[config.mk]
export PLATFORM = sky130hd
export DESIGN_NAME = alu_seq_core
export DESIGN_NICKNAME = d
export VERILOG_FILES = /design/src/rtl/alu_seq_core.sv
export SDC_FILE = /design/constraint.sdc
export NUM_CORES = 1
export LEC_CHECK = 0
export CELL_PAD_IN_SITES_DETAIL_PLACEMENT = 1
export CELL_PAD_IN_SITES_GLOBAL_PLACEMENT = 2
export CORE_MARGIN = 8
export CORE_UTILIZATION = 33
export DETAILED_ROUTE_END_ITERATION = 6
export GPL_TIMING_DRIVEN = 0
export PLACE_DENSITY_LB_ADDON = 0.1
export RECOVER_POWER = 25
export SYNTH_ARGS = -nofsm -noshare
export SYNTH_HDL_FRONTEND = slang
export SYNTH_SLANG_ARGS = --single-unit
[constraint.sdc]
create_clock -name clk -period 2.9 [get_ports clk]
set_input_delay 0.58 -clock clk [delete_from_list [all_inputs] [get_ports clk]]
set_output_delay 0.58 -clock clk [all_outputs]
set_load 0.02 [all_outputs]
[src/rtl/alu_seq_core.sv]
// Handshaked ALU core: registered single-cycle ops, multi-cycle variable shifts,
// and an iterative shift-add multiplier. One operation in flight at a time.
module alu_seq_core #(
  parameter int WIDTH = 8,
  parameter int SHW   = $clog2(WIDTH)
) (
  input  logic             clk,
  input  logic             rst,
  input  logic             in_valid,
  output logic             in_ready,
  input  logic [WIDTH-1:0] a,
  input  logic [WIDTH-1:0] b,
  input  logic [3:0]       opcode,
  input  logic             cin,
  output logic             out_valid,
  input  logic             out_ready,
  output logic [WIDTH-1:0] result,
  output logic             cout,
  output logic             zero,
  output logic             negative,
  output logic             overflow,
  output logic             illegal
);

  typedef enum logic [1:0] {IDLE, EXEC, DONE} state_e;
  typedef enum logic [3:0] {
    OP_ADD = 4'd0, OP_SUB = 4'd1, OP_AND = 4'd2, OP_OR  = 4'd3,
    OP_XOR = 4'd4, OP_NOT = 4'd5, OP_SLT = 4'd6, OP_SLL = 4'd7,
    OP_SRL = 4'd8, OP_SRA = 4'd9, OP_MUL = 4'd10
  } op_e;

  state_e             state_q, state_d;
  logic               accept, is_shift, is_multi, last;
  logic [SHW-1:0]     amt, cnt_q;
  logic [WIDTH:0]     sum;
  logic [WIDTH-1:0]   s_res, sh_q, sh_next, mplier_q, fin_res;
  logic               s_cout, s_ovf, s_ill, sh_out, fin_cout, fin_ovf, fin_ill, load_out;
  logic [3:0]         op_q;
  logic [2*WIDTH-1:0] mcand_q, acc_q, acc_next;

  assign amt      = b[SHW-1:0];
  assign is_shift = (opcode == OP_SLL) || (opcode == OP_SRL) || (opcode == OP_SRA);
  assign is_multi = (is_shift && amt != '0) || (opcode == OP_MUL);
  assign in_ready = (state_q == IDLE || (state_q == DONE && out_ready)) && !rst;
  assign accept   = in_valid && in_ready;
  assign out_valid = (state_q == DONE);
  assign last     = (cnt_q == '0);

  // Single-cycle datapath, evaluated on the live inputs at the accept edge.
  // NOTE: every always_comb output gets a default first so no path can infer a latch.
  always_comb begin
    sum    = '0;
    s_res  = '0;
    s_cout = 1'b0;
    s_ovf  = 1'b0;
    s_ill  = 1'b0;
    case (opcode)
      OP_ADD: begin
        sum    = {1'b0, a} + {1'b0, b} + (WIDTH+1)'(cin);
        s_res  = sum[WIDTH-1:0];
        s_cout = sum[WIDTH];
        s_ovf  = (a[WIDTH-1] == b[WIDTH-1]) && (s_res[WIDTH-1] != a[WIDTH-1]);
      end
      OP_SUB: begin
        sum    = {1'b0, a} + {1'b0, ~b} + (WIDTH+1)'(!cin);
        s_res  = sum[WIDTH-1:0];
        s_cout = sum[WIDTH];
        s_ovf  = (a[WIDTH-1] != b[WIDTH-1]) && (s_res[WIDTH-1] != a[WIDTH-1]);
      end
      OP_AND:  s_res = a & b;
      OP_OR:   s_res = a | b;
      OP_XOR:  s_res = a ^ b;
      OP_NOT:  s_res = ~a;
      OP_SLT:  s_res = ($signed(a) < $signed(b)) ? WIDTH'(1) : '0;
      OP_SLL, OP_SRL, OP_SRA: s_res = a;  // only reached here with a zero shift amount
      OP_MUL:  s_res = '0;
      default: s_ill = 1'b1;
    endcase
  end

  // One iteration of the shift / multiply loop.
  always_comb begin
    sh_next = sh_q;
    sh_out  = 1'b0;
    case (op_q)
      OP_SLL: begin sh_next = {sh_q[WIDTH-2:0], 1'b0};        sh_out = sh_q[WIDTH-1]; end
      OP_SRL: begin sh_next = {1'b0, sh_q[WIDTH-1:1]};        sh_out = sh_q[0];       end
      OP_SRA: begin sh_next = {sh_q[WIDTH-1], sh_q[WIDTH-1:1]}; sh_out = sh_q[0];     end
      default: ;
    endcase
    acc_next = acc_q + (mplier_q[0] ? mcand_q : '0);
  end

  always_comb begin
    load_out = 1'b0;
    fin_res  = s_res;
    fin_cout = s_cout;
    fin_ovf  = s_ovf;
    fin_ill  = s_ill;
    if (accept && !is_multi) begin
      load_out = 1'b1;
    end else if (state_q == EXEC && last) begin
      load_out = 1'b1;
      fin_ill  = 1'b0;
      if (op_q == OP_MUL) begin
        fin_res  = acc_next[WIDTH-1:0];
        fin_cout = 1'b0;
        fin_ovf  = |acc_next[2*WIDTH-1:WIDTH];
      end else begin
        fin_res  = sh_next;
        fin_cout = sh_out;
        fin_ovf  = 1'b0;
      end
    end
  end

  always_comb begin
    state_d = state_q;
    case (state_q)
      IDLE, DONE: begin
        if (accept)                             state_d = is_multi ? EXEC : DONE;
        else if (state_q == DONE && out_ready)  state_d = IDLE;
      end
      EXEC:    if (last) state_d = DONE;
      default: state_d = IDLE;
    endcase
  end

  // NOTE: sequential state uses non-blocking assignments so every register samples pre-edge values.
  always_ff @(posedge clk) begin
    if (rst) state_q <= IDLE;
    else     state_q <= state_d;
  end

  always_ff @(posedge clk) begin
    if (rst) begin
      result   <= '0;
      cout     <= 1'b0;
      zero     <= 1'b0;
      negative <= 1'b0;
      overflow <= 1'b0;
      illegal  <= 1'b0;
    end else if (load_out) begin
      result   <= fin_res;
      cout     <= fin_cout;
      zero     <= (fin_res == '0);
      negative <= fin_res[WIDTH-1];
      overflow <= fin_ovf;
      illegal  <= fin_ill;
    end
  end

  // NOTE: working registers carry no reset; they are always reloaded on accept before use.
  always_ff @(posedge clk) begin
    if (accept) begin
      op_q     <= opcode;
      sh_q     <= a;
      mcand_q  <= {{WIDTH{1'b0}}, a};
      mplier_q <= b;
      acc_q    <= '0;
      cnt_q    <= (opcode == OP_MUL) ? '1 : amt - SHW'(1);
    end else if (state_q == EXEC) begin
      sh_q     <= sh_next;
      mcand_q  <= mcand_q << 1;
      mplier_q <= mplier_q >> 1;
      acc_q    <= acc_next;
      cnt_q    <= cnt_q - SHW'(1);
    end
  end

endmodule

# After elaboration in Yosys (flattened, before gate mapping)
# Index checks and enable logic that the tools add are counted.
# word_totals
register_bits,70
input_bits,25
out_inout_bits,15
elab_cells,111
# op_classes
addsub,7
order_cmp,1
eq_ne,22
muxes,35
bitwise,5
n_reduce_logical,27
# op_table
operator,count
$mux W8,9
$pmux W8 S8,1
$eq A4 B4 Y1 const B,6
$pmux W8 S3,1
$eq A4 B3 Y1 const B,5
$add A8 B8 Y9,2
$add A9 B1 Y9,2
$add A16 B16 Y16,1
$mux W16,1
$not A8 Y8,2
$mux W1,12
$reduce_or A11 Y1,1
$mux W3,3
$and A8 B8 Y8,1
$eq A4 B2 Y1 const B,2
$logic_and A1 B1 Y1,8
$logic_not A8 Y1,1
$lt A8 B8 Y1,1
$mux W2,4
$or A8 B8 Y8,1
$reduce_or A8 Y1,1
$xor A8 B8 Y8,1
$pmux W1 S2,3
$sub A3 B1 Y3 const B,2
18 further kinds,26

# Logic depth before layout (Yosys ltp)
# logic_depth
depth_word,9
mapped_depth,11
mapped_depth_nobuf,11

# Least setup slack after synthesis
# OpenSTA, ideal clock, no wires.
# synth_timing
path_type,input -> register
start,in a[0]
end,reg result[7]
setup_time_ns,0.134
arrival_time_ns,2.715
required_ns,2.766
path_slack_ns,0.051
cell_stages,9
n_path_buf,0
path_cell_list,inv_1 fa_1 or2_1 a2111oi_1 o22ai_1 mux2i_1 a211o_1 a221oi_1 a211oi_1
# synth_between
elab_chain_cells,5
word_cells_on_any_way,7
classes_between,4 x add/sub; 3 x mux
# synth_lines
element,line,source
"start, declared",11,"input logic [WIDTH-1:0] a,"
$add A8 B8 Y9 (on tied branches),"65, 59",
$add A9 B1 Y9 (on tied branches),"65, 59",
$pmux W8 S8 *,57,case (opcode)
$mux W8,102,end else if (state_q == EXEC && last) begin
$mux W8 *,100,if (accept && !is_multi) begin
"end signal, assigned",144,result <= fin_res;
"end, declared",17,"output logic [WIDTH-1:0] result,"
# Mark *: on every way between the ends. The rest lies on a longest branch, timed or not.
# A chain may end at the register's enable or synchronous reset.

# Final worst setup path
# layout_timing
start,reg mplier_q[0]
end,reg overflow
# layout_between
elab_chain_cells,6
# layout_lines
element,line,source
"start, declared",36,"logic [WIDTH-1:0] s_res, sh_q, sh_next, mplier_q, fin_res;"
"start signal, assigned",165,mplier_q <= mplier_q >> 1;
$mux W16,91,acc_next = acc_q + (mplier_q[0] ? mcand_q : '0);
$add A16 B16 Y16,91,
$reduce_or A8 Y1,108,fin_ovf = |acc_next[2*WIDTH-1:WIDTH];
$mux W1,105,if (op_q == OP_MUL) begin
$mux W1,102,
$mux W1,100,
"end signal, assigned",148,overflow <= fin_ovf;
"end, declared",21,"output logic overflow,"
# No other way between the ends.

==> results.txt <==
Post-layout min period: 3.06 ns
Placed cells: 960
Post-synth EDFFs: 31
Clk root buf: clkbuf_16
Post-route cell area: 7410 um2
Die H: 149 um
Ys async rst share: 0%
Most frequent cell after synthesis: nand2_1
Worst skew pair latency: 0.35 ns
Routed Antenna Nets: 0
Slew HR: 36.5%
Remaining Overflow, GRT: 0
Effective utilization at floorplan: 33.7%
Register area share after synthesis: 29.0%
F_max: 326 MHz
Detailed-placement wirelength estimate: 17200 um
P per Cell Area: 397 nW/um2
# diodes: 0
CTS tree: yes
Commonest cells post-synth: nand2_1 (79), o21ai_0 (50), nor2_1 (48), ha_1 (46), inv_1 (39)
GRT Util Overall: 20.2%
GPL Wtd Cong: 0.914
Net count after synthesis: 772
DP Area: 6500 um2
Port bufs: 39
Maximum fanout along the worst path: 4
Peak supply drop: 0.317 mV
Clock Skew: 0.00661 ns
Initial DRC count: 251
Drt drc: 0
Routed length per instance: 22.6 um
Synth Warn #: 0
Hold slack: 0.469 ns
Final setup fails: 4
Req. time, crit path: 3.12 ns
Crit end category: flop
Final Cycle Share: 106%
Final core utilization: 42.9%
Largest area contributor in the netlist: edfxtp_1
Synth Instances: 696
CTS buffer count: 9
Final WS setup: -0.165 ns
Slew @ Worst Pin: 0.950 ns
Crit path arrival time: 3.29 ns
Total number of vias: 5671
Post-synth cell types: 87
HP Class: flop to flop
Die area: 22200 um2
Die width: 149 um
Crit start category: flop
Syn avg cell area: 8.37 um2
Kind of critical path: flop to flop
First-pass GRT wire length: 34700 um
RSZ-0062 raised after global routing: yes
Worst-path clk slew: 0.06 ns
Number of cell rows: 48
Status: finished, violations left
#FFs+latches synth: 69
Clock net sink count: 69
Synth top area share: 16.0%
Max H-tree Level: 3
Final wirelength: 22400 um
Failing checks: negative setup slack
Leakage power: 0.00289 uW
Share of layout cells above drive strength 1: 17.7%
Fin. max-slew vios: 0
Area contributors post-synth: edfxtp_1 (16%), dfxtp_1 (13%), ha_1 (9.9%), nand2_1 (5.1%), o21ai_0 (4.3%)
Most common flop cell mapped by yosys: dfxtp_1
Mapped cell area: 5830 um2
Nets: 838
Final Instance Count excl. Fillers: 992
Vias in the first global route: 6124
Area delta synth->final: 27.2%
Drt pass-1 iters: 5
Dpl ws: -1.54 ns
Via density: 5.72
Clock Tree Buf Depth: 2
Final hold vios: 0
Max cap viols: 0
Initial antenna violation count: 0
Largest net degree at the start of global routing: 15
I/O pins: 40
Core area: 17300 um2
Number of fill cells in the layout: 1989
placed cells by master (no fill, tap or decap), types with 13 or more instances in the layout:
cell type      instances
and2_1                17
dlygate4sd3_1         18
edfxtp_1              31
ha_1                  34
o21ai_0               47
clkbuf_1              17
buf_4                 21
nor2_1                44
dfxtp_1               38
nor3_1                13
inv_1                 31
a21oi_1               36
nand2_1               78
nand3_1               17
state kept, by name, summed over array words and instances, names as in the netlist:
name,count
op_q,4
state_q,2
cnt_q,3
zero,1
illegal,1
cout,1
result,8
sh_q,8
overflow,1
mcand_q,16
mplier_q,8
acc_q,16
repair_timing:
| action | 4_1_cts | 5_1_grt |
|---|---|---|
| endpoints found under the setup margin | 48 | 25 |
| pin swaps | 33 | 22 |
| hold buffers | 0 | 0 |
| gates resized for setup | 89 | 50 |
| gates cloned | 1 | 0 |
| setup buffers | 14 | 6 |
through the flow:
stage	TNS, ns	total power (uW)
after floorplan	0	1560
after global placement	-34.94	1810
after detailed placement	-37.87	1830
after CTS	-0.561	2930
after global routing	-0.847	3070
final	-0.361	2940
worst max-delay path: stages, from the launching register on:
cell,delay [ns]
edfxtp_1,0.42
clkbuf_8,0.18
and2_4,0.14
ha_4,0.16
fa_2,0.36
a21o_1,0.24
buf_4,0.15
a221oi_4,0.29
a2111o_1,0.22
o311ai_2,0.12
a2111oi_2,0.23
and4_1,0.32
o31ai_1,0.10
where the power goes:
group	internal, uW	switching [uW]
Combinational	332	492
Sequential	1080	35.6
Clock	576	428
Total	1990	955
final cells by class:
cell class	count	area, um2	share of cell area [%]
Clock buffer	13	240	3.24
Multi-Input combinational cell	550	4260	57.4
Inverter	39	158	2.13
Timing Repair Buffer	58	548	7.39
Sequential cell	69	1690	22.8
Clock inverter	3	15.0	0.202
Timing Repair inverter	1	7.51	0.101
Tap cell	225	282	3.80
Buffer	34	214	2.89
path summary, 6_finish.rpt:
| path | slack [ns] | from | depth (start not counted) | endpoint |
|---|---|---|---|---|
| worst max-delay path | -0.16 | mplier_q[0]$_DFFE_PP_ | 12 | overflow$_SDFFE_PP0P_ |
| worst min register to register | 0.47 | acc_q[14]$_SDFFE_PP0P_ | 2 | acc_q[14]$_SDFFE_PP0P_ |
| worst max register to register | -0.16 | mplier_q[0]$_DFFE_PP_ | 12 | overflow$_SDFFE_PP0P_ |
| worst min-delay path | 0.47 | acc_q[14]$_SDFFE_PP0P_ | 2 | acc_q[14]$_SDFFE_PP0P_ |
kinds of logic (layout without fill, tap and decap cells):
kind of cell | Yosys count | count (layout) | share of synthesized area, %
xor gates and xnor gates | 14 | 14 | 2.10
DFF | 69 | 69 | 29.0
muxes | 8 | 8 | 1.37
and+or+nand+nor | 248 | 248 | 21.9
buffers and inverters | 77 | 148 | 5.97
AOI/OAI and AO/OA | 229 | 229 | 28.1
adders and majority gates | 51 | 51 | 11.6
metal layers:
metal | wire length, um | up-vias | track usage [%]
li1 | - | 2726 | -
met1 | 9850 | 2841 | 23.8
met2 | 11500 | 76 | 36.6
met3 | 428 | 28 | 2.55
met4 | 593 | 0 | 7.52
met5 | 0 | - | 0
(Power assumes the default switching activity.)
